[config.mk]
export PLATFORM = sky130hd
export DESIGN_NAME = program_loader_flat
export DESIGN_NICKNAME = d
export VERILOG_FILES = /design/src/rtl/program_loader_if.sv /design/src/rtl/program_loader.sv /design/src/flat_wrapper.sv
export SDC_FILE = /design/constraint.sdc
export NUM_CORES = 1
export LEC_CHECK = 0
export CAP_MARGIN = 20
export CORE_UTILIZATION = 45
export CTS_CLUSTER_SIZE = 14
export DETAILED_ROUTE_END_ITERATION = 12
export GPL_TIMING_DRIVEN = 0
export PLACE_DENSITY = 0.79
export SYNTH_ARGS = -nofsm -noshare
export SYNTH_HDL_FRONTEND = slang
export SYNTH_SLANG_ARGS = --single-unit
[constraint.sdc]
create_clock -name clk -period 2.6 [get_ports clk]
set_clock_uncertainty 0.15 [all_clocks]
set_input_delay 0.52 -clock clk [delete_from_list [all_inputs] [get_ports clk]]
set_output_delay 0.52 -clock clk [all_outputs]
set_load 0.01 [all_outputs]
[src/rtl/program_loader_if.sv]
// Byte-stream and program-memory write bundle for program_loader.
//   byte_valid_i / byte_data_i / byte_ready_o : valid/ready byte stream into the loader
//   Write_Enable_o / Write_Address_o / Write_Data_o : one-cycle write strobe toward instruction memory
// slave  : loader view (consumes bytes, produces writes)
// master : environment view (produces bytes, observes writes)
interface program_loader_if;
   logic        byte_valid_i;
   logic [7:0]  byte_data_i;
   logic        byte_ready_o;
   logic        Write_Enable_o;
   logic [31:0] Write_Address_o;
   logic [31:0] Write_Data_o;

   modport slave (
      input  byte_valid_i,
      input  byte_data_i,
      output byte_ready_o,
      output Write_Enable_o,
      output Write_Address_o,
      output Write_Data_o
   );

   modport master (
      output byte_valid_i,
      output byte_data_i,
      input  byte_ready_o,
      input  Write_Enable_o,
      input  Write_Address_o,
      input  Write_Data_o
   );
endinterface

[src/rtl/program_loader.sv]
// Boot-time instruction-memory loader.
// Receives a byte stream {count_lo, count_hi, 4*N payload bytes (little-endian words),
// xor checksum}, writes each assembled word to ADDR_BASE + 4*index and releases the
// core from reset only when the checksum matches.
// Ports:
//   clk          system clock, rising edge
//   reset        asynchronous active-low reset
//   bus          program_loader_if.slave: byte stream in, memory write strobe out
//   load_i       restart request, honoured only in DONE or ERROR
//   core_hold_o  1 = core held in reset
//   done_o       load finished with matching checksum
//   error_o      load aborted (bad count or checksum mismatch)
//
// state   | meaning
// --------+-----------------------------------------------------
// HDR_LO  | waiting for word-count low byte
// HDR_HI  | waiting for word-count high byte, count validated here
// PAYLOAD | assembling words, one write strobe per 4th byte
// CHECK   | waiting for checksum byte
// DONE    | load good, core released, waits for load_i
// ERROR   | load bad, core held, waits for load_i
module program_loader #(
   parameter int          MEMORY_DEPTH = 64,
   parameter logic [31:0] ADDR_BASE    = 32'h0040_0000
) (
   input  logic                clk,
   input  logic                reset,
   program_loader_if.slave     bus,
   input  logic                load_i,
   output logic                core_hold_o,
   output logic                done_o,
   output logic                error_o
);

   localparam int          IDX_W   = (MEMORY_DEPTH > 1) ? $clog2(MEMORY_DEPTH) : 1;
   localparam logic [15:0] DEPTH16 = 16'(MEMORY_DEPTH);

   typedef enum logic [2:0] {
      S_HDR_LO  = 3'd0,
      S_HDR_HI  = 3'd1,
      S_PAYLOAD = 3'd2,
      S_CHECK   = 3'd3,
      S_DONE    = 3'd4,
      S_ERROR   = 3'd5
   } state_t;

   state_t             r_state;
   state_t             w_state_nxt;

   logic               r_byte_ready;
   logic               r_core_hold;
   logic               r_done;
   logic               r_error;
   logic               w_byte_ready_nxt;
   logic               w_core_hold_nxt;
   logic               w_done_nxt;
   logic               w_error_nxt;

   logic [15:0]        r_count;
   logic [IDX_W-1:0]   r_index;
   logic [1:0]         r_lane;
   logic [7:0]         r_csum;
   logic [23:0]        r_word;
   logic               r_we;
   logic [31:0]        r_waddr;
   logic [31:0]        r_wdata;

   logic               w_xfer;
   logic [15:0]        w_count_full;
   logic               w_count_bad;
   logic               w_last_lane;
   logic               w_last_word;

   assign w_xfer       = bus.byte_valid_i && r_byte_ready;
   assign w_count_full = {bus.byte_data_i, r_count[7:0]};
   assign w_count_bad  = (w_count_full == 16'd0) || (w_count_full > DEPTH16);
   assign w_last_lane  = (r_lane == 2'd3);
   assign w_last_word  = (16'(r_index) == (r_count - 16'd1));

   // state register
   always_ff @(posedge clk or negedge reset) begin
      if (!reset) begin
         r_state <= S_HDR_LO;
      end else begin
         r_state <= w_state_nxt;
      end
   end

   // next-state logic
   always_comb begin
      w_state_nxt = r_state;
      case (r_state)
         S_HDR_LO: begin
            if (w_xfer) w_state_nxt = S_HDR_HI;
         end
         S_HDR_HI: begin
            if (w_xfer) w_state_nxt = w_count_bad ? S_ERROR : S_PAYLOAD;
         end
         S_PAYLOAD: begin
            if (w_xfer && w_last_lane && w_last_word) w_state_nxt = S_CHECK;
         end
         S_CHECK: begin
            if (w_xfer) w_state_nxt = (bus.byte_data_i == r_csum) ? S_DONE : S_ERROR;
         end
         S_DONE, S_ERROR: begin
            if (load_i) w_state_nxt = S_HDR_LO;
         end
         default: w_state_nxt = S_HDR_LO;
      endcase
   end

   // Status outputs are decoded from the next state and registered, so they
   // change on the same edge that moves the FSM.
   always_comb begin
      w_byte_ready_nxt = 1'b0;
      w_core_hold_nxt  = 1'b1;
      w_done_nxt       = 1'b0;
      w_error_nxt      = 1'b0;
      case (w_state_nxt)
         S_HDR_LO, S_HDR_HI, S_PAYLOAD, S_CHECK: w_byte_ready_nxt = 1'b1;
         S_DONE: begin
            w_core_hold_nxt = 1'b0;
            w_done_nxt      = 1'b1;
         end
         S_ERROR: w_error_nxt = 1'b1;
         default: w_byte_ready_nxt = 1'b0;
      endcase
   end

   always_ff @(posedge clk or negedge reset) begin
      if (!reset) begin
         r_byte_ready <= 1'b0;
         r_core_hold  <= 1'b1;
         r_done       <= 1'b0;
         r_error      <= 1'b0;
      end else begin
         r_byte_ready <= w_byte_ready_nxt;
         r_core_hold  <= w_core_hold_nxt;
         r_done       <= w_done_nxt;
         r_error      <= w_error_nxt;
      end
   end

   // Datapath: header capture, word assembly, checksum and write strobe.
   always_ff @(posedge clk or negedge reset) begin
      if (!reset) begin
         r_count <= 16'd0;
         r_index <= '0;
         r_lane  <= 2'd0;
         r_csum  <= 8'd0;
         r_word  <= 24'd0;
         r_we    <= 1'b0;
         r_waddr <= ADDR_BASE;
         r_wdata <= 32'd0;
      end else begin
         r_we <= 1'b0;
         case (r_state)
            S_HDR_LO: begin
               if (w_xfer) r_count[7:0] <= bus.byte_data_i;
            end
            S_HDR_HI: begin
               if (w_xfer) begin
                  r_count[15:8] <= bus.byte_data_i;
                  r_index       <= '0;
                  r_lane        <= 2'd0;
                  r_csum        <= 8'd0;
               end
            end
            S_PAYLOAD: begin
               if (w_xfer) begin
                  r_csum <= r_csum ^ bus.byte_data_i;
                  r_lane <= r_lane + 2'd1;
                  case (r_lane)
                     2'd0: r_word[7:0]   <= bus.byte_data_i;
                     2'd1: r_word[15:8]  <= bus.byte_data_i;
                     2'd2: r_word[23:16] <= bus.byte_data_i;
                     default: begin
                        r_we    <= 1'b1;
                        r_wdata <= {bus.byte_data_i, r_word};
                        r_waddr <= ADDR_BASE + (32'(r_index) << 2);
                        // index stops on the last word so it never passes MEMORY_DEPTH-1
                        if (!w_last_word) r_index <= r_index + 1'b1;
                     end
                  endcase
               end
            end
            S_DONE, S_ERROR: begin
               if (load_i) begin
                  r_count <= 16'd0;
                  r_index <= '0;
                  r_lane  <= 2'd0;
                  r_csum  <= 8'd0;
                  r_word  <= 24'd0;
               end
            end
            default: r_we <= 1'b0;
         endcase
      end
   end

   assign bus.byte_ready_o    = r_byte_ready;
   assign bus.Write_Enable_o  = r_we;
   assign bus.Write_Address_o = r_waddr;
   assign bus.Write_Data_o    = r_wdata;
   assign core_hold_o         = r_core_hold;
   assign done_o              = r_done;
   assign error_o             = r_error;

endmodule

[src/flat_wrapper.sv]
// flat-port wrapper written by rule: the top's interface ports become plain ports
module program_loader_flat 
#(
   parameter int          MEMORY_DEPTH = 64,
   parameter logic [31:0] ADDR_BASE    = 32'h0040_0000
)
  (clk, reset, load_i, core_hold_o, done_o, error_o, bus_byte_valid_i, bus_byte_data_i, bus_byte_ready_o, bus_Write_Enable_o, bus_Write_Address_o, bus_Write_Data_o);
  program_loader_if bus_i ();
  input  logic clk;
  input  logic reset;
  input  logic load_i;
  output logic core_hold_o;
  output logic done_o;
  output logic error_o;
  input wire logic [$bits(bus_i.byte_valid_i)-1:0] bus_byte_valid_i;
  input wire logic [$bits(bus_i.byte_data_i)-1:0] bus_byte_data_i;
  output wire logic [$bits(bus_i.byte_ready_o)-1:0] bus_byte_ready_o;
  output wire logic [$bits(bus_i.Write_Enable_o)-1:0] bus_Write_Enable_o;
  output wire logic [$bits(bus_i.Write_Address_o)-1:0] bus_Write_Address_o;
  output wire logic [$bits(bus_i.Write_Data_o)-1:0] bus_Write_Data_o;
  assign bus_i.byte_valid_i = bus_byte_valid_i;
  assign bus_i.byte_data_i = bus_byte_data_i;
  assign bus_byte_ready_o = bus_i.byte_ready_o;
  assign bus_Write_Enable_o = bus_i.Write_Enable_o;
  assign bus_Write_Address_o = bus_i.Write_Address_o;
  assign bus_Write_Data_o = bus_i.Write_Data_o;
  program_loader #(.MEMORY_DEPTH(MEMORY_DEPTH), .ADDR_BASE(ADDR_BASE)) u_core (.clk(clk), .reset(reset), .bus(bus_i), .load_i(load_i), .core_hold_o(core_hold_o), .done_o(done_o), .error_o(error_o));
endmodule
==> out/qor.log, run 1 <==
qor: global_routing.grt_first_pass_wirelength 18,050 um
qor: final_layout.multiInputGateArea 2036 sq um
qor: critical_path.timing.setup.critical_path_class flip-flop to flip-flop
qor: synthesis.ys_ff_latch 102
qor: synthesis.synth-main-ff-cell sky130_fd_sc_hd__dfrtp_1
qor: critical_path.critical_path.max_fanout 5
qor: pwr.static-leakage-power 0.002827 uW
qor: floorplanning.floorplan.initialDensity 47.07%
qor: pwr.total_power_per_unit_cell_area 784.6 nW/um^2
qor: critical_path.setup.reg_to_reg.worst_slack 60 ps
qor: cts.worstSkewPairLatency 370 ps
qor: critical_path.startpoint u_core.r_count[8]$_DFFE_PN0P_
qor: sta.period_needed 2542 ps
qor: final_layout.regArea 2555 sq um
qor: synthesis.synth.lib_cells_used.distinct 46
qor: global_routing.grt_pass1_vias 3,733
qor: critical_path.critical_path.endpoint u_core.r_index[2]$_DFFE_PN0P_
qor: sta.finalSetupViolations 0
qor: final_layout.final_design_area_no_fill 5886 sq um
qor: critical_path.worst_r2r_path_depth 7
qor: run.max_capacitance_violation_count 0
qor: critical_path.regToRegStartpoint u_core.r_count[8]$_DFFE_PN0P_
qor: cts.cts_buffers 9
qor: global_routing.met3_usage 4.386%
qor: global_routing.grt_use_total 20.76%
qor: drt.detail_route.wl_per_cell 14.54 um
qor: final_layout.antennaDiodeCount 0
qor: global_routing.grt_start_max_net_pins 54
qor: synthesis.synth-edff-count 0
qor: place.place.port_buffers 54
qor: place.gp_routability_congestion 0.9056
qor: drt.total_vias_in_the_final_route 3,857
qor: floorplanning.num_io_pins 81
qor: drt.avgViaCountPerCell 5.129
qor: drt.detail_route.drc_violations 0
qor: cts.cts.path.max_buffers 2
qor: synthesis.synth_seq_area_share 54.50%
qor: sta.max_freq 0.3934 GHz
qor: cts.cts_hold_repair.buffers 0
qor: critical_path.worstPathRequired 2710 ps
qor: drt.drt-total-wl 10,940 um
qor: synthesis.synthCells 519
qor: cts.cts_tree built
qor: place.dp.final_hpwl 7589 um
qor: sta.worst_pin_slew 650.4 ps
qor: cts.clock_edge_transition_at_the_registers_on_the_reported_setup_and_hold_paths 100 ps
qor: final_layout.layout-area-overhead-vs-synth 25.61%
qor: critical_path.setup.worst_path.end_class flip-flop
qor: sta.timing_hold_violations_final 0
qor: cts.root_buffer sky130_fd_sc_hd__clkbuf_8
qor: run_status.outcome completed
qor: cts.clock_tree.htree_level_count 3
qor: synthesis.synthesis.area_per_instance 9.028 sq um
qor: sta.final_slew_viol_count 0
qor: floorplanning.chipHeight 104.0 um
qor: global_routing.grt_antenna_before_repair 0
qor: critical_path.r2r_end u_core.r_index[2]$_DFFE_PN0P_
qor: sta.min_period_over_period 97.78%
qor: drt.antenna_violating_nets_post_route 0
qor: floorplanning.placeableCoreArea 9955 sq um
qor: floorplanning.die-area 10,820 sq um
qor: final_layout.final_common_cell sky130_fd_sc_hd__nand2_1
qor: drt.drt_iter0_markers 285
qor: final_layout.stdcell_count 752
qor: floorplanning.floorplan.die.width 104.0 um
qor: sta.setup_repair_after_global_routing_missed_its_margin true
qor: cts.cts_num_sinks 102
qor: place.place.detailed.instances 731
qor: floorplanning.core.rowCount 36
qor: drt.drt-pass1-iter-count 6
qor: pwr.vdd_drop_max 0.3108 mV
qor: global_routing.gr-usage-met1 26.33%
qor: synthesis.post_synth_instance_area 4686 sq um
qor: synthesis.ys.warnings.count 0
qor: sta.timing.max_slew.rel_slack 56.64%
qor: global_routing.grt_overflow_total 0
qor: critical_path.timing.critical_path.arrival 2650 ps
qor: final_layout.final_cell_mix sky130_fd_sc_hd__nand2_1, sky130_fd_sc_hd__dfrtp_1, sky130_fd_sc_hd__o21ai_0
qor: global_routing.global_route.usage.met2 35.05%
qor: final_layout.fill_count 831
qor: global_routing.globalRoute.busiestLayer met2
qor: final_layout.final_nets 634
qor: synthesis.postSynth.asyncResetShare 100.0%
qor: final_layout.final_layout_size_suffix_gt1_share 14.05%
qor: critical_path.sort_of_element_at_the_start_of_the_critical_path flip-flop
qor: place.dpl_cell_area 5508 sq um
qor: min_path.min_path_type primary input to asynchronous set/reset pin
report_power, final:
group / internal [uW] / total [uW] / switching, uW / leakage (uW)
Sequential: 1900 / 2170 / 266 / 0.00136
Clock: 361 / 946 / 586 / 0.0000862
Combinational: 620 / 1500 / 882 / 0.00138
Total: 2880 / 4620 / 1730 / 0.00283
kinds of logic after synthesis:
family / synth area share, %
other: 0.1603
buffers and inverters: 6.836
and+or+nand+nor: 22.72
DFF: 54.50
xor gates and xnor gates: 3.364
AOI/OAI and AO/OA: 9.906
adders and majority gates: 1.869
muxes: 0.6409
through the flow:
stage | TNS [ps] | util [%] | hold WS [ps] | total power, uW | setup slack, ps
3_5_place_dp | -28550 | 55.33 | 305.1 | 3458 | -665.4
2_1_floorplan | 0 | - | 74.41 | 3021 | 134.6
5_1_grt | -196.0 | 59.13 | 56.51 | 4895 | -62.54
3_3_place_gp | -300290 | 55.08 | 298.2 | 3384 | -2720
6_report | 0 | 59.13 | 13.13 | 4618 | 57.83
4_1_cts | 0 | 57.60 | 36.49 | 4447 | 22.37
flip-flops by register name, indices dropped and copies added (netlist names), 2 cells and up:
| register | count |
|---|---|
| u_core.bus.Write_Data_o | 32 |
| u_core.r_word | 24 |
| u_core.r_count | 16 |
| u_core.r_csum | 8 |
| u_core.bus.Write_Address_o | 6 |
| u_core.r_index | 6 |
| u_core.r_state | 3 |
| u_core.r_lane | 2 |
worst min path at each step:
stage	from	to	slack [ps]	depth (start not counted)
after CTS	reset	u_core.bus.Write_Enable_o$_DFF_PN0_	40	1
after global routing	reset	u_core.bus.Write_Enable_o$_DFF_PN0_	60	1
after detailed placement	u_core.r_word[3]$_DFFE_PN0P_	u_core.bus.Write_Data_o[3]$_DFFE_PN0P_	310	2
after global placement	u_core.r_word[23]$_DFFE_PN0P_	u_core.bus.Write_Data_o[23]$_DFFE_PN0P_	300	2
final	reset	u_core.bus.Write_Enable_o$_DFF_PN0_	10	1
after floorplan	reset	u_core.bus.Write_Address_o[2]$_DFFE_PN0P_	70	0
timing repair:
item                                    CTS  global route
pin swaps                                 1            10
buffers inserted                          3             3
cloned                                    0             1
gates resized for setup                   7            32
endpoints found under the setup margin   43            68
cell usage after synthesis, types with 3 or more instances:
master	instances	area, sq um
sky130_fd_sc_hd__nor2_1	11	41.29
sky130_fd_sc_hd__o21ai_0	60	300.3
sky130_fd_sc_hd__dfrtp_1	101	2527
sky130_fd_sc_hd__inv_1	7	26.28
sky130_fd_sc_hd__nor3_1	3	15.01
sky130_fd_sc_hd__xnor2_1	6	52.55
sky130_fd_sc_hd__a21oi_1	7	35.03
sky130_fd_sc_hd__nand3_1	8	40.04
sky130_fd_sc_hd__nand2b_1	4	25.02
sky130_fd_sc_hd__ha_1	7	87.58
sky130_fd_sc_hd__mux2i_1	3	30.03
sky130_fd_sc_hd__o31ai_1	3	22.52
sky130_fd_sc_hd__or4_1	3	22.52
sky130_fd_sc_hd__nand4_1	3	18.77
sky130_fd_sc_hd__nand2_1	193	724.4
sky130_fd_sc_hd__xor2_1	12	105.1
sky130_fd_sc_hd__nor4_1	8	50.05
sky130_fd_sc_hd__buf_4	26	195.2
sky130_fd_sc_hd__clkbuf_1	20	75.07
critical path, stage by stage, from the launching register on:
cell and delay [ps]:
sky130_fd_sc_hd__dfrtp_1 440, sky130_fd_sc_hd__or4_1 550, sky130_fd_sc_hd__or4b_1 520, sky130_fd_sc_hd__o21ai_0 90, sky130_fd_sc_hd__o2111a_2 240, sky130_fd_sc_hd__buf_6 150, sky130_fd_sc_hd__mux2i_4 230, sky130_fd_sc_hd__nor3_2 60
final cells by class:
type	instances	area share [%]
multi-input combinational	384	34.59
sequential	102	43.41
inverter	8	0.5102
tap	133	2.827
clock inverter	6	1.020
clock buffer	9	2.105
timing repair buffer	62	10.57
buffer	48	4.974
layer usage:
| metal | vias up | wire (um) |
|---|---|---|
| li1 | 1846 | - |
| met4 | 0 | 182 |
| met5 | - | 0 |
| met1 | 1849 | 4653 |
| met2 | 140 | 5452 |
| met3 | 22 | 647 |
Power figures use the tool's default switching activity.
==> run 2: changes to the inputs <==
- CTS_CLUSTER_SIZE: 14 -> 16
- DONT_BUFFER_PORTS: default -> 1
- PLACE_DENSITY: 0.79 -> 0.69
==> run 2 against run 1 <==
- the run now ends with negative hold slack left
- sequential power about the same
- design area decreased by 11%
- die area unchanged
- largest power group unchanged
- core utilization down 6.3 points
- flip-flop and latch count did not move
- non-clock buffer count is 53 lower
- sequential share of layout area increased by 5.2 points
- first-iteration DRC count down 39%
- critical path depth grew 3
- wire length is 5.8% lower
- critical endpoint is now u_core.r_index[4]$_DFFE_PN0P_
- count of clock-buffer cells in the layout unchanged
==> out/qor.log, run 2 (same netlist as run 1, synthesis figures left out) <==
qor: pwr.total_power_per_unit_cell_area 851.5 nW/um^2 [was 784.6 nW/um^2]
qor: critical_path.timing.critical_path.arrival 2710 ps [was 2650 ps]
qor: global_routing.globalRoute.busiestLayer met2 [unchanged]
qor: drt.antenna_violating_nets_post_route 0 [unchanged]
qor: cts.cts_num_sinks 102 [unchanged]
qor: critical_path.cpPeakStageDelay 490 ps [was 550 ps]
qor: floorplanning.chipHeight 104.0 um [unchanged]
qor: global_routing.grt_antenna_before_repair 0 [unchanged]
qor: cts.clock_edge_transition_at_the_registers_on_the_reported_setup_and_hold_paths 110 ps [was 100 ps]
qor: drt.drt_iter0_markers 174 [was 285]
qor: global_routing.grt_pass1_vias 3,416 [was 3,733]
qor: drt.drt-pass1-iter-count 4 [was 6]
qor: final_layout.final_cell_mix sky130_fd_sc_hd__nand2_1, sky130_fd_sc_hd__dfrtp_1, sky130_fd_sc_hd__o21ai_0 [unchanged]
qor: critical_path.timing.critical_path.buf_inv 2 [was 1]
qor: critical_path.setup.reg_to_reg.worst_slack 50 ps [was 60 ps]
qor: final_layout.largest_register_ff_count 32 [unchanged]
qor: final_layout.multiInputGateArea 1957 sq um [was 2036 sq um]
qor: global_routing.global_route.usage.met2 31.76% [was 35.05%]
qor: global_routing.met3_usage 4.574% [was 4.386%]
qor: critical_path.setup.worst_path.end_class flip-flop [unchanged]
qor: cts.clock_tree.htree_level_count 3 [unchanged]
qor: sta.worst_slack 50.43 ps [was 57.83 ps]
qor: sta.timing.max_slew.rel_slack 64.30% [was 56.64%]
qor: drt.detail_route.wl_per_cell 14.71 um [was 14.54 um]
qor: floorplanning.floorplan.die.width 104.0 um [unchanged]
qor: sta.timing_hold_violations_final 102 [was 0]
qor: critical_path.critical_path.max_fanout 7 [was 5]
qor: cts.cts_buffers 9 [unchanged]
qor: place.place.port_buffers 0 [was 54]
qor: min_path.min_path_type primary input to asynchronous set/reset pin [unchanged]
qor: sta.final_slew_viol_count 0 [unchanged]
qor: run.max_capacitance_violation_count 0 [unchanged]
qor: run_status.violations negative hold slack
qor: final_layout.final_common_cell sky130_fd_sc_hd__nand2_1 [unchanged]
qor: sta.hold_ws -336.2 ps [was 13.13 ps]
qor: final_layout.final_layout_size_suffix_gt1_share 13.23% [was 14.05%]
qor: sta.period_needed 2550 ps [was 2542 ps]
qor: sta.max_freq 0.3922 GHz [was 0.3934 GHz]
qor: drt.drt-total-wl 10,300 um [was 10,940 um]
qor: pwr.vdd_drop_max 0.3690 mV [was 0.3108 mV]
qor: cts.worstSkewPairLatency 380 ps [was 370 ps]
qor: final_layout.fill_count 921 [was 831]
qor: sta.min_period_over_period 98.06% [was 97.78%]
qor: final_layout.antennaDiodeCount 0 [unchanged]
qor: sta.totalNegativeSetupSlack 0 ps [unchanged]
qor: sta.finalSetupViolations 0 [unchanged]
qor: pwr.p_switching 1661 uW [was 1734 uW]
qor: cts.cts_tree built [unchanged]
qor: drt.total_vias_in_the_final_route 3,592 [was 3,857]
qor: final_layout.regArea 2555 sq um [unchanged]
qor: critical_path.worstPathRequired 2760 ps [was 2710 ps]
qor: pwr.switching_share 37.10% [was 37.54%]
qor: drt.detail_route.drc_violations 0 [unchanged]
qor: pwr.clock_share_of_power 21.8% [was 20.5%]
qor: global_routing.grt_first_pass_wirelength 17,240 um [was 18,050 um]
qor: global_routing.grt_start_max_net_pins 103 [was 54]
qor: critical_path.critical_path.cell_chain inv_2 -> ha_4 -> nor3b_4 -> xor2_1 -> o221a_2 -> o22ai_1 -> o2111a_1 -> buf_6 -> or4_1 -> a21oi_1 [was or4_1 -> or4b_1 -> o21ai_0 -> o2111a_2 -> buf_6 -> mux2i_4 -> nor3_2]
qor: critical_path.critical_path.slowest_cell sky130_fd_sc_hd__or4_1 [unchanged]
qor: critical_path.critPathTopFamily simple AND/OR/NAND/NOR gates [unchanged]
qor: place.dpl_worst_slack -215.6 ps [was -665.4 ps]
qor: pwr.cellInternalPower 2815 uW [was 2884 uW]
qor: cts.root_buffer sky130_fd_sc_hd__clkbuf_8 [unchanged]
qor: floorplanning.placeableCoreArea 9955 sq um [unchanged]
qor: cts.cts.path.max_buffers 2 [unchanged]
qor: sta.worst_pin_slew 535.5 ps [was 650.4 ps]
qor: critical_path.sort_of_element_at_the_start_of_the_critical_path flip-flop [unchanged]
qor: floorplanning.floorplan.initialDensity 47.07% [unchanged]
qor: global_routing.grt_overflow_total 0 [unchanged]
qor: pwr.comb_power_share 29.5% [was 32.5%]
qor: drt.avgViaCountPerCell 5.131 [was 5.129]
qor: place.gp_routability_congestion 0.8861 [was 0.9056]
qor: floorplanning.core.rowCount 36 [unchanged]
qor: run_status.outcome complete, but fails checks [was completed]
qor: global_routing.grt_use_total 20.10% [was 20.76%]
qor: floorplanning.num_io_pins 81 [unchanged]
qor: pwr.seq_power_share 48.6% [was 47.0%]
qor: floorplanning.die-area 10,820 sq um [unchanged]
qor: final_layout.layout-area-overhead-vs-synth 12.18% [was 25.61%]
qor: pwr.static-leakage-power 0.002630 uW [was 0.002827 uW]
qor: final_layout.final_nets 581 [was 634]
qor: place.dp.final_hpwl 6979 um [was 7589 um]
qor: critical_path.timing.setup.critical_path_class flip-flop to flip-flop [unchanged]
qor: sta.setup_repair_after_global_routing_missed_its_margin true [unchanged]
qor: global_routing.gr-usage-met1 26.71% [was 26.33%]
-- run 2: cell count changes in the layout (fill, tap and decap cells not counted), sizes merged --
cell / delta
clkdlybuf4s50: -53
clkbuf: -1
buf: +1
clkinv: -1
clkinvlp: -1
inv: +3
-- run 2: per-layer routing --
| metal | vias up | wire [um] |
|---|---|---|
| li1 | 1753 | - |
| met4 | 0 | 191 |
| met5 | - | 0 |
| met1 | 1716 | 4516 |
| met3 | 16 | 712 |
| met2 | 107 | 4877 |
-- run 2: repair_timing --
item / 4_1_cts / 5_1_grt
setup endpoints to repair: 6 / 39
pin swaps: 2 / 10
hold endpoints to repair: 102 / 102
resized for setup: 3 / 17
gates cloned: 0 / 0
buffers inserted: 2 / 7
-- run 2: area by class of cell --
| type | instances | share of cell area (%) |
|---|---|---|
| clock buffers | 9 | 2.357 |
| flip-flops and latches | 102 | 48.61 |
| inverters | 8 | 0.5713 |
| multi-input cells | 384 | 37.23 |
| well taps | 133 | 3.166 |
| clock inverters | 7 | 1.262 |
| repair buffers | 9 | 1.285 |
| plain buffers | 48 | 5.522 |
-- run 2: final timing paths --
path,cells past startpoint,endpoint,start
setup / recovery,10,u_core.r_index[4]$_DFFE_PN0P_,u_core.r_count[1]$_DFFE_PN0P_
hold / removal,0,u_core.bus.Write_Data_o[1]$_DFFE_PN0P_,reset
setup reg to reg,10,u_core.r_index[4]$_DFFE_PN0P_,u_core.r_count[1]$_DFFE_PN0P_
hold reg to reg,2,u_core.bus.Write_Data_o[14]$_DFFE_PN0P_,u_core.r_word[14]$_DFFE_PN0P_
max in group asynchronous,0,u_core.core_hold_o$_DFF_PN1_,reset
min in group clk,2,u_core.bus.Write_Data_o[27]$_DFFE_PN0P_,bus_byte_data_i[3]
-- run 2: per-stage QoR --
stage	total power (uW)	utilization [%]	instances	cell area (sq um)
2_1_floorplan	3021	-	543	4776
3_3_place_gp	3287	49.65	676	4942
3_5_place_dp	3333	49.65	676	4942
4_1_cts	4325	51.76	694	5152
5_1_grt	4777	52.80	700	5256
6_report	4476	52.80	700	5256
-- run 2: worst reg2reg max path, cell delays in order (launching register included) --
cell and delay, ps:
sky130_fd_sc_hd__dfrtp_1 400, sky130_fd_sc_hd__inv_2 70, sky130_fd_sc_hd__ha_4 140, sky130_fd_sc_hd__nor3b_4 340, sky130_fd_sc_hd__xor2_1 180, sky130_fd_sc_hd__o221a_2 200
sky130_fd_sc_hd__o22ai_1 80, sky130_fd_sc_hd__o2111a_1 160, sky130_fd_sc_hd__buf_6 140, sky130_fd_sc_hd__or4_1 490, sky130_fd_sc_hd__a21oi_1 130
-- run 2: power by group through the flow --
stage | Combinational (uW) | Clock [uW] | Sequential, uW
3_5_place_dp | 1120 | 0 | 2210
3_3_place_gp | 1080 | 0 | 2200
4_1_cts | 1170 | 988 | 2170
5_1_grt | 1500 | 1050 | 2230
6_report | 1320 | 977 | 2180
2_1_floorplan | 881 | 0 | 2140
==> run 3: changes to the inputs <==
- HOLD_SLACK_MARGIN: default -> 0.12
==> run 3 against run 2 <==
- the flow still finishes with violations (negative hold slack)
- via count grew 0.70%
- count of clock-buffer cells in the layout is the same
- wire length grew 1.5%
- design area grew 1.5%
- setup slack lost 5.1 ps
- global-route usage grew 0.24 points
- core utilization grew 0.80 points
- critical path type unchanged
==> out/qor.log, run 3 (same netlist as run 1, synthesis figures left out) <==
qor: place.dpl_worst_slack -215.6 ps [unchanged]
qor: floorplanning.chipHeight 104.0 um [unchanged]
qor: sta.timing_hold_violations_final 102 [unchanged]
qor: sta.period_needed 2555 ps [was 2550 ps]
qor: drt.detail_route.drc_violations 0 [unchanged]
qor: drt.drt_iter0_markers 147 [was 174]
qor: cts.clock_tree.htree_level_count 3 [unchanged]
qor: place.place.port_buffers 0 [unchanged]
qor: critical_path.sort_of_element_at_the_start_of_the_critical_path flip-flop [unchanged]
qor: final_layout.largest_register_ff_count 32 [unchanged]
qor: critical_path.critical_path.max_fanout 7 [unchanged]
qor: floorplanning.floorplan.die.width 104.0 um [unchanged]
qor: final_layout.antennaDiodeCount 0 [unchanged]
qor: sta.final_slew_viol_count 0 [unchanged]
qor: place.place.detailed.instances 676 [unchanged]
qor: cts.root_buffer sky130_fd_sc_hd__clkbuf_8 [unchanged]
qor: drt.total_vias_in_the_final_route 3,617 [was 3,592]
qor: floorplanning.floorplan.initialDensity 47.07% [unchanged]
qor: critical_path.setup.reg_to_reg.worst_slack 50 ps [about the same]
qor: sta.worst_slack 45.28 ps [was 50.43 ps]
qor: critical_path.critical_path.cell_chain inv_2 -> ha_4 -> nor3b_4 -> xor2_1 -> o221a_2 -> o22ai_1 -> o2111a_1 -> buf_6 -> or4_1 -> a21oi_1 [unchanged]
qor: critical_path.critPathTopFamily simple AND/OR/NAND/NOR gates [unchanged]
qor: sta.min_period_over_period 98.26% [was 98.06%]
qor: drt.detail_route.wl_per_cell 14.77 um [was 14.71 um]
qor: final_layout.final_common_cell sky130_fd_sc_hd__nand2_1 [unchanged]
qor: floorplanning.num_io_pins 81 [unchanged]
qor: critical_path.worst_r2r_path_depth 10 [unchanged]
qor: run.max_capacitance_violation_count 0 [unchanged]
qor: sta.worst_pin_slew 524.1 ps [was 535.5 ps]
qor: critical_path.worstPathRequired 2760 ps [about the same]
qor: pwr.total_power 4499 uW [was 4476 uW]
qor: sta.finalSetupViolations 0 [unchanged]
qor: floorplanning.core.rowCount 36 [unchanged]
qor: global_routing.grt_first_pass_wirelength 17,440 um [was 17,240 um]
qor: cts.cts_hold_repair.buffers 8
qor: cts.cts.path.max_buffers 2 [unchanged]
qor: final_layout.stdcell_count 708 [was 700]
qor: critical_path.cpPeakStageDelay 490 ps [about the same]
qor: pwr.vdd_drop_max 0.3721 mV [was 0.3690 mV]
qor: cts.cts_num_sinks 102 [unchanged]
qor: cts.worstSkewPairLatency 380 ps [about the same]
qor: final_layout.fill_count 910 [was 921]
qor: global_routing.grt_overflow_total 0 [unchanged]
qor: floorplanning.die-area 10,820 sq um [unchanged]
qor: final_layout.postLayoutCoreUtil 53.61% [was 52.80%]
qor: drt.drt-pass1-iter-count 6 [was 4]
qor: sta.max_freq 0.3914 GHz [was 0.3922 GHz]
qor: critical_path.critical_path.slowest_cell sky130_fd_sc_hd__or4_1 [unchanged]
qor: pwr.total_power_per_unit_cell_area 843.1 nW/um^2 [was 851.5 nW/um^2]
qor: global_routing.grt_pass1_vias 3,469 [was 3,416]
qor: critical_path.timing.critical_path.buf_inv 2 [unchanged]
qor: global_routing.grt_antenna_before_repair 0 [unchanged]
qor: place.gp_routability_congestion 0.8861 [unchanged]
qor: drt.avgViaCountPerCell 5.109 [was 5.131]
qor: min_path.min_path_type primary input to asynchronous set/reset pin [unchanged]
qor: critical_path.timing.critical_path.arrival 2710 ps [about the same]
qor: final_layout.final_layout_size_suffix_gt1_share 13.04% [was 13.23%]
qor: place.dp.final_hpwl 6979 um [unchanged]
qor: run_status.violations negative hold slack [unchanged]
qor: drt.drt-total-wl 10,460 um [was 10,300 um]
qor: global_routing.grt_use_total 20.35% [was 20.10%]
qor: final_layout.final_cell_mix sky130_fd_sc_hd__nand2_1, sky130_fd_sc_hd__dfrtp_1, sky130_fd_sc_hd__o21ai_0 [unchanged]
qor: cts.cts_tree built [unchanged]
qor: critical_path.r2r_end u_core.r_index[4]$_DFFE_PN0P_ [unchanged]
qor: critical_path.regToRegStartpoint u_core.r_count[1]$_DFFE_PN0P_ [unchanged]
qor: drt.antenna_violating_nets_post_route 0 [unchanged]
qor: cts.clock_edge_transition_at_the_registers_on_the_reported_setup_and_hold_paths 110 ps [about the same]
qor: sta.timing.max_slew.rel_slack 65.06% [was 64.30%]
qor: critical_path.setup.worst_path.end_class flip-flop [unchanged]
qor: cts.cts_buffers 9 [unchanged]
qor: sta.setup_repair_after_global_routing_missed_its_margin true [unchanged]
qor: pwr.static-leakage-power 0.002664 uW [was 0.002630 uW]
qor: run_status.outcome complete, but fails checks [unchanged]
qor: sta.hold_ws -336.9 ps [was -336.2 ps]
qor: global_routing.grt_start_max_net_pins 103 [unchanged]
qor: floorplanning.placeableCoreArea 9955 sq um [unchanged]
qor: final_layout.layout-area-overhead-vs-synth 13.89% [was 12.18%]
qor: critical_path.timing.setup.critical_path_class flip-flop to flip-flop [unchanged]
qor: final_layout.final_nets 589 [was 581]
==> run 3: per-layer routing <==
layer,vias to the layer above,global-route usage (%),wire [um]
li1,1766,-,-
met1,1738,27.06,4766
met2,92,32.38,4972
met3,21,4.323,518
met4,0,8.469,198
met5,-,0,0
==> run 3: power breakdown <==
group / leakage, uW / switching (uW) / total [uW] / internal [uW]
Sequential: 0.00136 / 276 / 2180 / 1900
Combinational: 0.00121 / 791 / 1340 / 547
Clock: 0.0000953 / 608 / 980 / 372
Total: 0.00266 / 1680 / 4500 / 2820
==> run 3: metrics by stage <==
stage	cell area, sq um	hold slack, ps	TNS, ps
4_1_cts	5233	-341.3	0
5_1_grt	5336	-353.1	-192.7
2_1_floorplan	4776	74.41	0
3_3_place_gp	4942	77.10	-1154
6_report	5336	-336.9	0
3_5_place_dp	4942	75.78	-1413
==> run 3: final cells by class <==
class                   instances  area, sq um  share of cell area, %
multi-input cells             384         1957                  36.67
inverters                       8        30.03                 0.5627
clock inverters                 7        66.31                  1.243
flip-flops and latches        102         2555                  47.88
plain buffers                  48        290.3                  5.440
repair buffers                 17        147.6                  2.767
well taps                     133        166.4                  3.118
clock buffers                   9        123.9                  2.321
==> run 3: worst max path at each step <==
stage                             startpoint                             to  slack [ps]  depth (start not counted)
3_5_place_dp                bus_byte_valid_i  u_core.r_index[1]$_DFFE_PN0P_        -220                          9
6_report       u_core.r_count[1]$_DFFE_PN0P_  u_core.r_index[4]$_DFFE_PN0P_          50                         10
3_3_place_gp                bus_byte_valid_i  u_core.r_index[1]$_DFFE_PN0P_        -210                          9
5_1_grt        u_core.r_count[0]$_DFFE_PN0P_  u_core.r_index[5]$_DFFE_PN0P_         -80                         10
2_1_floorplan  u_core.r_count[0]$_DFFE_PN0P_  u_core.r_index[3]$_DFFE_PN0P_         130                         10
4_1_cts        u_core.r_count[0]$_DFFE_PN0P_  u_core.r_index[4]$_DFFE_PN0P_           4                         10
==> run 3: worst register-to-register path, stage by stage, from the launching register on <==
cell and delay (ps):
sky130_fd_sc_hd__dfrtp_1 400, sky130_fd_sc_hd__inv_2 70, sky130_fd_sc_hd__ha_4 140, sky130_fd_sc_hd__nor3b_4 340, sky130_fd_sc_hd__xor2_1 180, sky130_fd_sc_hd__o221a_2 200
sky130_fd_sc_hd__o22ai_1 80, sky130_fd_sc_hd__o2111a_1 160, sky130_fd_sc_hd__buf_6 140, sky130_fd_sc_hd__or4_1 490, sky130_fd_sc_hd__a21oi_1 130
==> run 3: timing repair <==
item,4_1_cts,5_1_grt
gates resized for setup,3,17
pin swaps,2,10
hold endpoints to repair,114,102
buffers inserted,2,7
endpoints found under the setup margin,6,39
